==> src/rtl/button_pkg.sv <==
// Shared definitions for the button gesture decoder.
// Contents:
//   state_t  - gesture FSM states (IDLE, PRESS1, GAP, PRESS2, LONG)
//   EVT_*    - event codes presented on evt_code
package button_pkg;

  typedef enum logic [2:0] {
    IDLE   = 3'd0,
    PRESS1 = 3'd1,
    GAP    = 3'd2,
    PRESS2 = 3'd3,
    LONG   = 3'd4
  } state_t;

  localparam logic [1:0] EVT_NONE   = 2'b00;
  localparam logic [1:0] EVT_CLICK  = 2'b01;
  localparam logic [1:0] EVT_DOUBLE = 2'b10;
  localparam logic [1:0] EVT_LONG   = 2'b11;

endpackage

==> src/rtl/button_gesture_decoder_if.sv <==
// Event channel between the gesture decoder and its consumer.
// Signals:
//   evt_valid  producer -> consumer  event slot occupied
//   evt_code   producer -> consumer  01 click, 10 double, 11 long
//   evt_drop   producer -> consumer  sticky: an event was lost (slot full)
//   evt_ready  consumer -> producer  consumer takes the slot this cycle
interface button_gesture_decoder_if;
  logic       evt_valid;
  logic [1:0] evt_code;
  logic       evt_drop;
  logic       evt_ready;

  modport master (output evt_valid, output evt_code, output evt_drop, input evt_ready);
  modport slave  (input evt_valid, input evt_code, input evt_drop, output evt_ready);
endinterface

==> src/rtl/event_slot.sv <==
// One-entry valid/ready holding register for gesture events.
// Ports:
//   clk, rst    clock, asynchronous active-high reset
//   emit        load emit_code this edge (if the slot can take it)
//   emit_code   event code to load
//   ready       consumer accepts the slot this cycle
//   valid       slot occupied (registered)
//   code        held event code (registered)
//   drop        sticky lost-event flag, cleared only by reset
module event_slot (
  input  logic       clk,
  input  logic       rst,
  input  logic       emit,
  input  logic [1:0] emit_code,
  input  logic       ready,
  output logic       valid,
  output logic [1:0] code,
  output logic       drop
);

  always_ff @(posedge clk or posedge rst) begin
    if (rst) begin
      valid <= 1'b0;
      code  <= 2'b00;
      drop  <= 1'b0;
    end else if (emit) begin
      if (valid && !ready) begin
        // Slot still owned by the consumer: keep the old event, flag the loss.
        drop <= 1'b1;
      end else begin
        // Empty, or being emptied on this very edge: replace seamlessly.
        valid <= 1'b1;
        code  <= emit_code;
      end
    end else if (valid && ready) begin
      valid <= 1'b0;
    end
  end

endmodule

==> src/rtl/button_gesture_decoder.sv <==
// Classifies a debounced button level into click / double-click / long-press
// events, presented through a one-entry valid/ready slot.
// Ports:
//   clk, rst    clock, asynchronous active-high reset
//   btn_level   debounced level, 1 = pressed (synchronous to clk)
//   held        btn_level delayed by one cycle
//   evt         event channel (valid, code, drop out; ready in)
module button_gesture_decoder
  import button_pkg::*;
#(
  parameter int LONG_CYCLES = 50_000_000,
  parameter int GAP_CYCLES  = 15_000_000,
  parameter int CNT_W       = 26
) (
  input  logic                      clk,
  input  logic                      rst,
  input  logic                      btn_level,
  output logic                      held,
  button_gesture_decoder_if.master  evt
);

  localparam logic [CNT_W-1:0] LONG_LAST = CNT_W'(LONG_CYCLES - 1);
  localparam logic [CNT_W-1:0] GAP_LAST  = CNT_W'(GAP_CYCLES - 1);

  state_t           state_reg;
  logic [CNT_W-1:0] cnt_reg;
  logic             prev_reg;
  logic             held_reg;

  logic       rise;
  logic       fall;
  logic       emit_long;
  logic       emit_click;
  logic       emit_double;
  logic       emit;
  logic [1:0] emit_code;

  assign rise = btn_level & ~prev_reg;
  assign fall = ~btn_level & prev_reg;

  // Release is checked before long detection; a rise in GAP beats the timeout.
  assign emit_long   = (state_reg == PRESS1) && btn_level && (cnt_reg == LONG_LAST);
  assign emit_click  = (state_reg == GAP) && !rise && (cnt_reg == GAP_LAST);
  assign emit_double = (state_reg == PRESS2) && fall;

  always_comb begin
    emit      = emit_long | emit_click | emit_double;
    emit_code = EVT_NONE;
    if (emit_long)   emit_code = EVT_LONG;
    if (emit_click)  emit_code = EVT_CLICK;
    if (emit_double) emit_code = EVT_DOUBLE;
  end

  // prev resets to 1 so a button held through reset must be released first.
  // The counter only advances in PRESS1 and GAP, the states with a timeout;
  // elsewhere it is parked at zero so it can never wrap.
  always_ff @(posedge clk or posedge rst) begin
    if (rst) begin
      state_reg <= IDLE;
      cnt_reg   <= '0;
      prev_reg  <= 1'b1;
      held_reg  <= 1'b0;
    end else begin
      prev_reg <= btn_level;
      held_reg <= btn_level;
      cnt_reg  <= '0;
      case (state_reg)
        IDLE: begin
          if (rise) state_reg <= PRESS1;
        end
        PRESS1: begin
          if (!btn_level)     state_reg <= GAP;
          else if (emit_long) state_reg <= LONG;
          else                cnt_reg   <= cnt_reg + 1'b1;
        end
        GAP: begin
          if (rise)            state_reg <= PRESS2;
          else if (emit_click) state_reg <= IDLE;
          else                 cnt_reg   <= cnt_reg + 1'b1;
        end
        PRESS2: begin
          if (fall) state_reg <= IDLE;
        end
        LONG: begin
          if (fall) state_reg <= IDLE;
        end
        default: state_reg <= IDLE;
      endcase
    end
  end

  assign held = held_reg;

  event_slot u_slot (
    .clk       (clk),
    .rst       (rst),
    .emit      (emit),
    .emit_code (emit_code),
    .ready     (evt.evt_ready),
    .valid     (evt.evt_valid),
    .code      (evt.evt_code),
    .drop      (evt.evt_drop)
  );

endmodule

==> src/flat_wrapper.sv <==
// flat-port wrapper written by rule: the top's interface ports become plain ports
module button_gesture_decoder_flat import button_pkg::*;
#(
  parameter int LONG_CYCLES = 50_000_000,
  parameter int GAP_CYCLES  = 15_000_000,
  parameter int CNT_W       = 26
)
  (clk, rst, btn_level, held, evt_evt_valid, evt_evt_code, evt_evt_drop, evt_evt_ready);
  button_gesture_decoder_if evt_i ();
  input  logic clk;
  input  logic rst;
  input  logic btn_level;
  output logic held;
  output wire logic [$bits(evt_i.evt_valid)-1:0] evt_evt_valid;
  output wire logic [$bits(evt_i.evt_code)-1:0] evt_evt_code;
  output wire logic [$bits(evt_i.evt_drop)-1:0] evt_evt_drop;
  input wire logic [$bits(evt_i.evt_ready)-1:0] evt_evt_ready;
  assign evt_evt_valid = evt_i.evt_valid;
  assign evt_evt_code = evt_i.evt_code;
  assign evt_evt_drop = evt_i.evt_drop;
  assign evt_i.evt_ready = evt_evt_ready;
  button_gesture_decoder #(.LONG_CYCLES(LONG_CYCLES), .GAP_CYCLES(GAP_CYCLES), .CNT_W(CNT_W)) u_core (.clk(clk), .rst(rst), .btn_level(btn_level), .held(held), .evt(evt_i));
endmodule
==> config.mk <==
export PLATFORM = sky130hd
export DESIGN_NAME = button_gesture_decoder_flat
export DESIGN_NICKNAME = d
export VERILOG_FILES = /design/src/rtl/button_pkg.sv /design/src/rtl/button_gesture_decoder_if.sv /design/src/rtl/event_slot.sv /design/src/rtl/button_gesture_decoder.sv /design/src/flat_wrapper.sv
export SDC_FILE = /design/constraint.sdc
export NUM_CORES = 1
export LEC_CHECK = 0
export CORE_UTILIZATION = 55
export DETAILED_ROUTE_END_ITERATION = 7
export GPL_TIMING_DRIVEN = 0
export PLACE_DENSITY = 0.82
export RECOVER_POWER = 50
export SLEW_MARGIN = 20
export SYNTH_ARGS = -nofsm -noshare
export SYNTH_HDL_FRONTEND = slang
export SYNTH_HIERARCHICAL = 1
export SYNTH_SLANG_ARGS = --single-unit
==> constraint.sdc <==
create_clock -name clk -period 2.6 [get_ports clk]
set_input_delay 0.65 -clock clk [delete_from_list [all_inputs] [get_ports clk]]
set_output_delay 0.65 -clock clk [all_outputs]
set_load 0.02 [all_outputs]
==> results.tsv, run 1 <==
stage	metric	value	unit
clocking	hold_buffers	0	
floorplanning	core_area	3390	um^2
detailed_routing	num_vias	1670	
detailed_routing	first_pass_iters	5	
outcome	status	finished, final reports clean	
power_and_ir_drop	power.leakage	0.8399	nW
floorplanning	die_w	61.75	um
clocking	tritoncts	built	
detailed_routing	ant_nets	0	
floorplanning	io_pins	9	
power_and_ir_drop	power	1.282	mW
sta	setup_viol	0	
detailed_routing	viasPerCell	6.473	
setup_path	rr_endpoint	u_core/u_slot/code[1]$_DFFE_PP0P_	
floorplanning	die_y	61.75	um
sta	finalClockSkew	0.01359	ns
placement	routabilityCongestion	0.9000	
setup_path	crit_type	in -> reg	
setup_path	worst-r2r-setup-slack	0.29	ns
grt	met3_usage	6.211	%
layout	largest_reg_flops	26	
setup_path	reg2reg_depth	9	
clocking	cts_resized	0	
detailed_routing	drc_errors	0	
grt	grt.total_usage	26.57	%
clocking	cts_inserted_buffers	5	
floorplanning	num_rows	21	
sta	fin_hold_ws	0.4970	ns
clocking	cts_root_buffer	clkbuf_4	
hold_path	min_path_cells	1	
layout	drive_gt1_share	11.79	%
detailed_routing	routedWlPerCell	17.23	um
synth	ys_seq_elements	35	
synth	yosys_warnings	6	
layout	nNetsFinal	216	
sta	slew_violations	0	
grt	grt_pass1_wl	7210	um
clocking	h-tree-depth	2	
sta	finalCritPeriodShare	89.26	%
placement	port_buffers	8	
setup_path	crit_fanout	10	
synth	ys_seq_area_share	44.68	%
setup_path	required	2.87	ns
detailed_routing	drtIter0Drc	147	
synth	synth_cell_types	48	
clocking	clk_pin_slew	0.10	ns
power_and_ir_drop	powerDensity	595.9	nW/um^2
grt	grt_pass1_vias	1578	
floorplanning	die_area	3812	um^2
hold_path	min_to	u_core/u_slot/drop$_DFFE_PP0P_	
hold_path	hold_start	u_core/u_slot/drop$_DFFE_PP0P_	
hold_path	hold_path.class	reg -> reg	
sta	period_needed	2.321	ns
setup_path	r2r_start	u_core/cnt_reg[0]$_DFF_PP0_	
placement	dp_hpwl	3036	um
layout	area_growth	9.560	%
job	drv_cap	0	
grt	grt_max_degree	32	
clocking	cts.path.max_buffers	2	
clocking	postCtsSetupRepairBufs	0	
grt	top_usage_layer	met2	
sta	finalHoldViolations	0	
synth	synthesis.instances	196	
synth	synthesis.area	1963	um^2
detailed_routing	drt-total-wl	4445	um
floorplanning	initial_core_util	57.92	%
setup_path	crit_arrival	2.59	ns
power_and_ir_drop	irDropWorstVdd	0.0003542	V
setup_path	cp-end-kind	flop	
sta	tightest_slew	1.198	ns
grt	grtUsageMet1	32.23	%
grt	grtUsageMet2	45.31	%
grt	antenna_found_initial	0	
grt	grt_overflow	0	
layout	num_antenna_cells	0	
sta	relSlewSlack	20.08	%
synth	syn_area_per_cell	10.02	um^2
setup_path	startpoint_type	primary input	
synth	synth_nets	201	
sta	fmax	430.9	MHz
sta	fin_setup_tns	0	ns
clocking	clock-sinks	35	
clocking	clock_latency	0.36	ns
sta	rsz0062_at_grt	no	
-- worst max path at each step --
stage / startpoint / endpoint / slack, ns / cells past startpoint
after CTS: u_core/cnt_reg[0]$_DFF_PP0_ / u_core/u_slot/code[1]$_DFFE_PP0P_ / 0.28 / 9
after global placement: btn_level / u_core/u_slot/code[1]$_DFFE_PP0P_ / 0.05 / 7
after floorplan: u_core/cnt_reg[0]$_DFF_PP0_ / u_core/u_slot/code[0]$_DFFE_PP0P_ / 0.51 / 9
final: btn_level / u_core/cnt_reg[2]$_DFF_PP0_ / 0.28 / 7
after global routing: u_core/cnt_reg[0]$_DFF_PP0_ / u_core/u_slot/code[1]$_DFFE_PP0P_ / 0.02 / 9
after detailed placement: btn_level / u_core/u_slot/code[0]$_DFFE_PP0P_ / 0.01 / 7
-- cells in the mapped netlist, drive strengths merged --
| master | count | area share, % |
|---|---|---|
| a21bo | 1 | 0.51 |
| a21boi | 2 | 0.76 |
| a21oi | 15 | 3.8 |
| a22oi | 12 | 4.6 |
| a311oi | 2 | 0.89 |
| and2 | 2 | 0.64 |
| and3 | 4 | 1.3 |
| and4 | 5 | 2.3 |
| buf | 8 | 3.1 |
| clkbuf | 2 | 0.38 |
| dfrtp | 34 | 43 |
| dfstp | 1 | 1.3 |
| ha | 1 | 0.64 |
| inv | 4 | 0.76 |
| mux2 | 2 | 1.5 |
| nand2 | 13 | 2.6 |
| nand2b | 3 | 1.3 |
| nand3 | 15 | 4.1 |
| nand3b | 1 | 0.38 |
| nand4 | 9 | 3.2 |
| nand4b | 1 | 0.45 |
| nor2 | 2 | 0.38 |
| nor2b | 4 | 1.3 |
| nor3 | 1 | 0.25 |
| nor4 | 3 | 0.96 |
| nor4b | 3 | 1.3 |
| nor4bb | 1 | 0.51 |
| o211ai | 1 | 0.38 |
| o21a | 1 | 0.38 |
| o21ai | 7 | 2.0 |
| o21bai | 1 | 0.38 |
| o31ai | 6 | 2.3 |
| o41ai | 1 | 0.45 |
| or3 | 6 | 1.9 |
| or4 | 8 | 3.1 |
| or4b | 1 | 0.51 |
| or4bb | 1 | 0.57 |
| xnor2 | 4 | 1.8 |
| xor2 | 8 | 3.6 |
-- critical path: stages --
cell           delay, ns
dlygate4sd3_1       0.64
nor2b_1             0.20
nor4b_1             0.34
a21bo_2             0.28
buf_6               0.14
buf_4               0.17
a21oi_1             0.18
-- metrics by stage --
stage                     area, um^2  cells  setup slack, ns  util, %
after CTS                       2151    258           0.2797    63.46
after global routing            2151    258          0.02379    63.46
after floorplan                 1963    196           0.5117        -
final                           2151    258           0.2793    63.46
after global placement          2101    250          0.05089    61.98
after detailed placement        2101    250          0.01058    61.98
-- report_power, final --
| group | internal (mW) | leakage [nW] | switching [mW] |
|---|---|---|---|
| Sequential | 0.592 | 0.474 | 0.0562 |
| Clock | 0.105 | 0.0293 | 0.184 |
| Combinational | 0.149 | 0.336 | 0.195 |
| Total | 0.845 | 0.840 | 0.436 |
-- layout by cell type (no fill, tap or decap), types with 4 or more instances in the layout --
cell type and instances:
nor2b_1 4, buf_2 4, dfrtp_1 34, clkbuf_1 4, and4_1 4, nand2_1 12
xnor2_1 4, inv_1 4, nand3_1 14, clkdlybuf4s50_1 6, a21oi_1 15, nand4_1 8
or4_1 8, o21ai_0 6, a22oi_1 12, clkbuf_4 5, xor2_1 8, or3_1 6
o31ai_1 6
-- cell families after synthesis --
group	after synthesis	share of synthesized area, %
DFF	35	44.68
AOI/OAI and AO/OA	49	16.44
buffers and inverters	14	4.270
muxes	2	1.530
adders and majority gates	1	0.6372
and+or+nand+nor	83	27.09
xor gates and xnor gates	12	5.354
-- metal layers --
metal  routed length (um)  vias to the layer above
met4                   79                        0
met5                    0                        -
met1                 1856                      806
met2                 2213                       68
met3                  296                        9
li1                     -                      787
-- area by class of cell --
| cell class | count | area (um^2) |
|---|---|---|
| fillers | 276 | 1239 |
| multi-input cells | 147 | 1002 |
| flip-flops and latches | 35 | 877.1 |
| repair buffers | 8 | 80.08 |
| plain buffers | 10 | 68.82 |
| well taps | 46 | 57.56 |
| clock buffers | 7 | 45.04 |
| inverters | 4 | 15.01 |
| clock inverters | 1 | 5.005 |
No activity file was read; power rests on OpenSTA's default activity.
==> run 2, diff against run 1 <==
--- a/config.mk
+++ b/config.mk
@@ -15,3 +15,4 @@
 export SYNTH_HDL_FRONTEND = slang
 export SYNTH_HIERARCHICAL = 1
 export SYNTH_SLANG_ARGS = --single-unit
+export TNS_END_PERCENT = 20
==> results of run 2 <==
No change in the layout: final DEF, timing and power equal those of run 1.
==> patch 1, RTL diff (settings of run 2) <==
`CNT_W` is set to 26 in 2 places; all go to 22.
--- a/src/rtl/button_gesture_decoder.sv
+++ b/src/rtl/button_gesture_decoder.sv
@@ -11,5 +11,5 @@
   parameter int LONG_CYCLES = 50_000_000,
   parameter int GAP_CYCLES  = 15_000_000,
-  parameter int CNT_W       = 26
+  parameter int CNT_W       = 22
 ) (
   input  logic                      clk,
--- a/src/flat_wrapper.sv
+++ b/src/flat_wrapper.sv
@@ -4,5 +4,5 @@
   parameter int LONG_CYCLES = 50_000_000,
   parameter int GAP_CYCLES  = 15_000_000,
-  parameter int CNT_W       = 26
+  parameter int CNT_W       = 22
 )
   (clk, rst, btn_level, held, evt_evt_valid, evt_evt_code, evt_evt_drop, evt_evt_ready);
Function: no difference found for any inputs over 10 cycles, from zero or initial values and one cycle with rst high; that may be too few to reach the edited logic, so the function may still have changed.
==> patch 1 against run 2 <==
  * The run now ends with DRC left
  * Clock skew fell by 0.0032 ns
  * Critical path type unchanged
  * Non-clock buffer count is 5 lower
  * Setup slack worse by 0.059 ns
  * Sequential cell count decreased by 4
  * Final area decreased by 14%
  * Critical path depth is 1 lower
  * Routed wire length decreased by 23%
  * Synthesized area shrank 16%
  * Total power is 7.1% lower
  * Maximum frequency shrank 2.5%
==> patch 1: results (changes against run 2) <==
| Metric | Value |
|---|---|
| CP max stage delay | 0.69 ns (was 0.64 ns) |
| Commonest cells post-synth | dfrtp_1 (30), a21oi_1 (13), nand2_1 (12), nand3_1 (12), a22oi_1 (8) (was dfrtp_1 (34), a21oi_1 (15), nand3_1 (14)) |
| DPL Wire Length | 2370 microns (was 3040 microns) |
| First-pass GRT wire length | 6020 microns (was 7210 microns) |
| 1st-pass router iterations | 6 (was 5) |
| Metal1 wirelength | 1480 microns (was 1860 microns) |
| Routability cong. | 0.875 (was 0.900) |
| Critical Path AT | 2.61 ns (was 2.59 ns) |
| Syn nets | 168 (was 201) |
| Clock skew | 0.0104 ns (was 0.0136 ns) |
| Status | complete, but fails checks (was complete, no violations) |
| Post-Place Cell Area | 1770 sq um (was 2100 sq um) |
| Global Route Usage Sum | 25.2% (was 26.6%) |
| Met3 GRT Util | 9.68% (was 6.21%) |
| Failing checks | DRC |
| Met1 Track Usage GR | 30.1% (was 32.2%) |
| P_int | 828 uW (was 845 uW) |
| Fillers | 232 (was 276) |
| Detailed-route DRC error count | 3 (was 0) |
| Pre-CTS setup slack | -0.0476 ns (was 0.0106 ns) |
| Worst-Margin Slew | 1.02 ns (was 1.20 ns) |
| Final Power | 1190 uW (was 1280 uW) |
| Critical path peak fanout | 7 (was 10) |
| Sequential share of the synthesized area | 47.0% (was 44.7%) |
| Max reg flops | 22 (was 26) |
| Met2 Usage GRT | 40.3% (was 45.3%) |
| Synth area leaders | dfrtp_1 (45%), a21oi_1 (3.9%), xnor2_1 (3.7%), nand3_1 (3.6%), a22oi_1 (3.6%) (was dfrtp_1 (43%), a22oi_1 (4.6%), a21oi_1 (3.8%), nand3_1 (3.6%), xor2_1 (3.6%)) |
| Yosys top cell area share | 45.4% (was 43.3%) |
## patch 1: cell types whose count changed after synthesis, sizes merged, moves of 4 or more
| cell | delta |
|---|---|
| nor2b | -4 |
| or4 | -5 |
| nand4 | -5 |
| o31ai | -4 |
| nor2 | +4 |
| dfrtp | -4 |
| buf | -4 |
| a22oi | -4 |
| xor2 | -4 |
## patch 1: metrics by stage
step	utilization (%)	hold slack (ns)	std cells
5_1_grt	65.8	0.506	210
4_1_cts	65.8	0.498	210
3_3_place_gp	63.2	0.458	202
3_5_place_dp	63.2	0.471	202
2_1_floorplan	-	0.416	163
6_report	65.8	0.488	210
## patch 1: path summary, 6_finish.rpt
| check | to | slack (ns) | cells past startpoint |
|---|---|---|---|
| setup / recovery | u_core/u_slot/code[0] | 0.22 | 6 |
| hold / removal | u_core/u_slot/drop | 0.49 | 1 |
| setup reg to reg | u_core/u_slot/code[0] | 0.30 | 7 |
| hold reg to reg | u_core/u_slot/drop | 0.49 | 1 |
| max in group asynchronous | u_core/cnt_reg[21] | 0.95 | 2 |
| min in group asynchronous | u_core/u_slot/drop | 0.66 | 2 |
## patch 1: kinds of logic (layout without fill, tap and decap cells)
family / Yosys count / after routing / synth area share (%)
XOR/XNOR: 11 / 11 / 5.83
AND/OR/NAND/NOR: 66 / 66 / 24.8
adder cells (fa/ha/maj): 1 / 1 / 0.757
buffers and inverters: 11 / 27 / 3.56
multiplexers: 3 / 3 / 2.42
AO/OA/AOI/OAI: 40 / 40 / 15.6
flip-flops: 31 / 31 / 47.0
## patch 1: area by class of cell
type / count / share of cell area [%]
inverters: 6 / 1.22
clock inverters: 1 / 1.63
flip-flops and latches: 31 / 42.1
well taps: 31 / 2.10
repair buffers: 8 / 4.34
clock buffers: 7 / 2.44
plain buffers: 5 / 1.96
multi-input cells: 121 / 44.2
==> patch 2, RTL diff (settings of run 2) <==
Without the edit above. Reset style: synchronous (`rst`), changed in 2 clocked blocks. Comments in the files are not updated.
--- a/src/rtl/event_slot.sv
+++ b/src/rtl/event_slot.sv
@@ -19,5 +19,5 @@
 );
 
-  always_ff @(posedge clk or posedge rst) begin
+  always_ff @(posedge clk) begin
     if (rst) begin
       valid <= 1'b0;
--- a/src/rtl/button_gesture_decoder.sv
+++ b/src/rtl/button_gesture_decoder.sv
@@ -55,5 +55,5 @@
   // The counter only advances in PRESS1 and GAP, the states with a timeout;
   // elsewhere it is parked at zero so it can never wrap.
-  always_ff @(posedge clk or posedge rst) begin
+  always_ff @(posedge clk) begin
     if (rst) begin
       state_reg <= IDLE;
Behaviour: differs if rst is asserted again (counterexample within 4 cycles, from zero or initial values and one cycle with rst high); with rst held inactive, the same outputs for 10 cycles.
==> patch 2 against run 2 <==
  * Critical path depth increased by 1
  * Sequential cell count unchanged
  * Cell count increased by 4.7%
  * Routed wire length decreased by 24%
  * Setup slack got worse by 0.12 ns
  * Sequential power decreased by 14%
  * Synthesized area decreased by 7.0%
  * First-iteration DRC count decreased by 29%
  * Final area decreased by 6.3%
  * Register-to-register slack got worse by 0.05 ns
  * Global-route usage decreased by 5.1 points
  * Critical path type unchanged
  * Total power decreased by 19%
==> patch 2: results (changes against run 2) <==
| Metric | Value |
|---|---|
| Status | complete, no violations (unchanged) |
| CP max-delay cell | clkdlybuf4s50_1 (was dlygate4sd3_1) |
| Non-clk buf share | 7.70% (was 6.92%) |
| R2R Setup Slk | 0.24 ns (was 0.29 ns) |
| #MultiIn Comb | 162 (was 147) |
| Clock group | 277 uW (was 290 uW) |
| Cell Count, Final, Fillers Out | 270 (was 258) |
| Met1 Track Usage GR | 27.9% (was 32.2%) |
| Reg-to-reg startpoint | u_core/cnt_reg[7] (was u_core/cnt_reg[0]) |
| Critical Path AT | 2.71 ns (was 2.59 ns) |
| Post-synthesis mux area share | 1.10% (was 1.53%) |
| Met2 Usage GRT | 34.0% (was 45.3%) |
| Pwr dens | 516 nW/um^2 (was 596 nW/um^2) |
| Period minus WS final | 2.44 ns (was 2.32 ns) |
| Fraction of area in multi-input gates | 51.2% (was 46.6%) |
| Clock skew | 0.0116 ns (was 0.0136 ns) |
| Fillers | 284 (was 276) |
| Total placed cells including tap cells | 262 (was 250) |
| Met2 WL | 1530 microns (was 2210 microns) |
| Reg2Reg Depth | 7 (was 9) |
| Syn_area_per_cell | 8.69 sq um (was 10.0 sq um) |
| Layout Nets | 230 (was 216) |
| Pin count of the biggest net entering global routing | 13 (was 32) |
| ClkCell Share | 2.48% (was 2.33%) |
| Final Power | 1040 uW (was 1280 uW) |
| Vias in the first global route | 1319 (was 1578) |
| Vias per cell | 5.47 (was 6.47) |
| Adder-cell share of the synthesized area | 0.685% (was 0.637%) |
| Commonest cells post-synth | nor2_1 (38), dfxtp_1 (35), nand2_1 (15) (was dfrtp_1 (34), a21oi_1 (15), nand3_1 (14)) |
| Complex-gate fraction of the synthesized area | 7.95% (was 16.4%) |
| Layout cell share with drive strength beyond 1 | 13.3% (was 11.8%) |
| Nonclk buf count | 15 (was 18) |
==> patch 2: cell types whose count changed after synthesis, sizes merged, moves of 4 or more <==
cell   delta
dfrtp    -34
a21oi    -12
dfxtp    +35
a22oi    -11
or3       -4
or2b      +4
buf       -4
and4      -5
or4       -6
xor2      +5
nor2     +36
xnor2     +8
==> patch 2: repair_timing <==
item                       CTS  global route
buffers inserted             0             0
hold buffers                 0             0
resized for setup            0             1
setup endpoints to repair    0             2
==> patch 2: worst min-delay path by stage <==
stage                                from                     to  slack (ns)
detailed placement      u_core/cnt_reg[0]      u_core/cnt_reg[0]        0.45
global route        u_core/u_slot/code[0]  u_core/u_slot/code[0]        0.50
floorplan               u_core/cnt_reg[0]      u_core/cnt_reg[0]        0.43
finish              u_core/u_slot/code[1]  u_core/u_slot/code[1]        0.47
CTS                     u_core/cnt_reg[0]      u_core/cnt_reg[0]        0.48
global placement        u_core/cnt_reg[0]      u_core/cnt_reg[0]        0.44
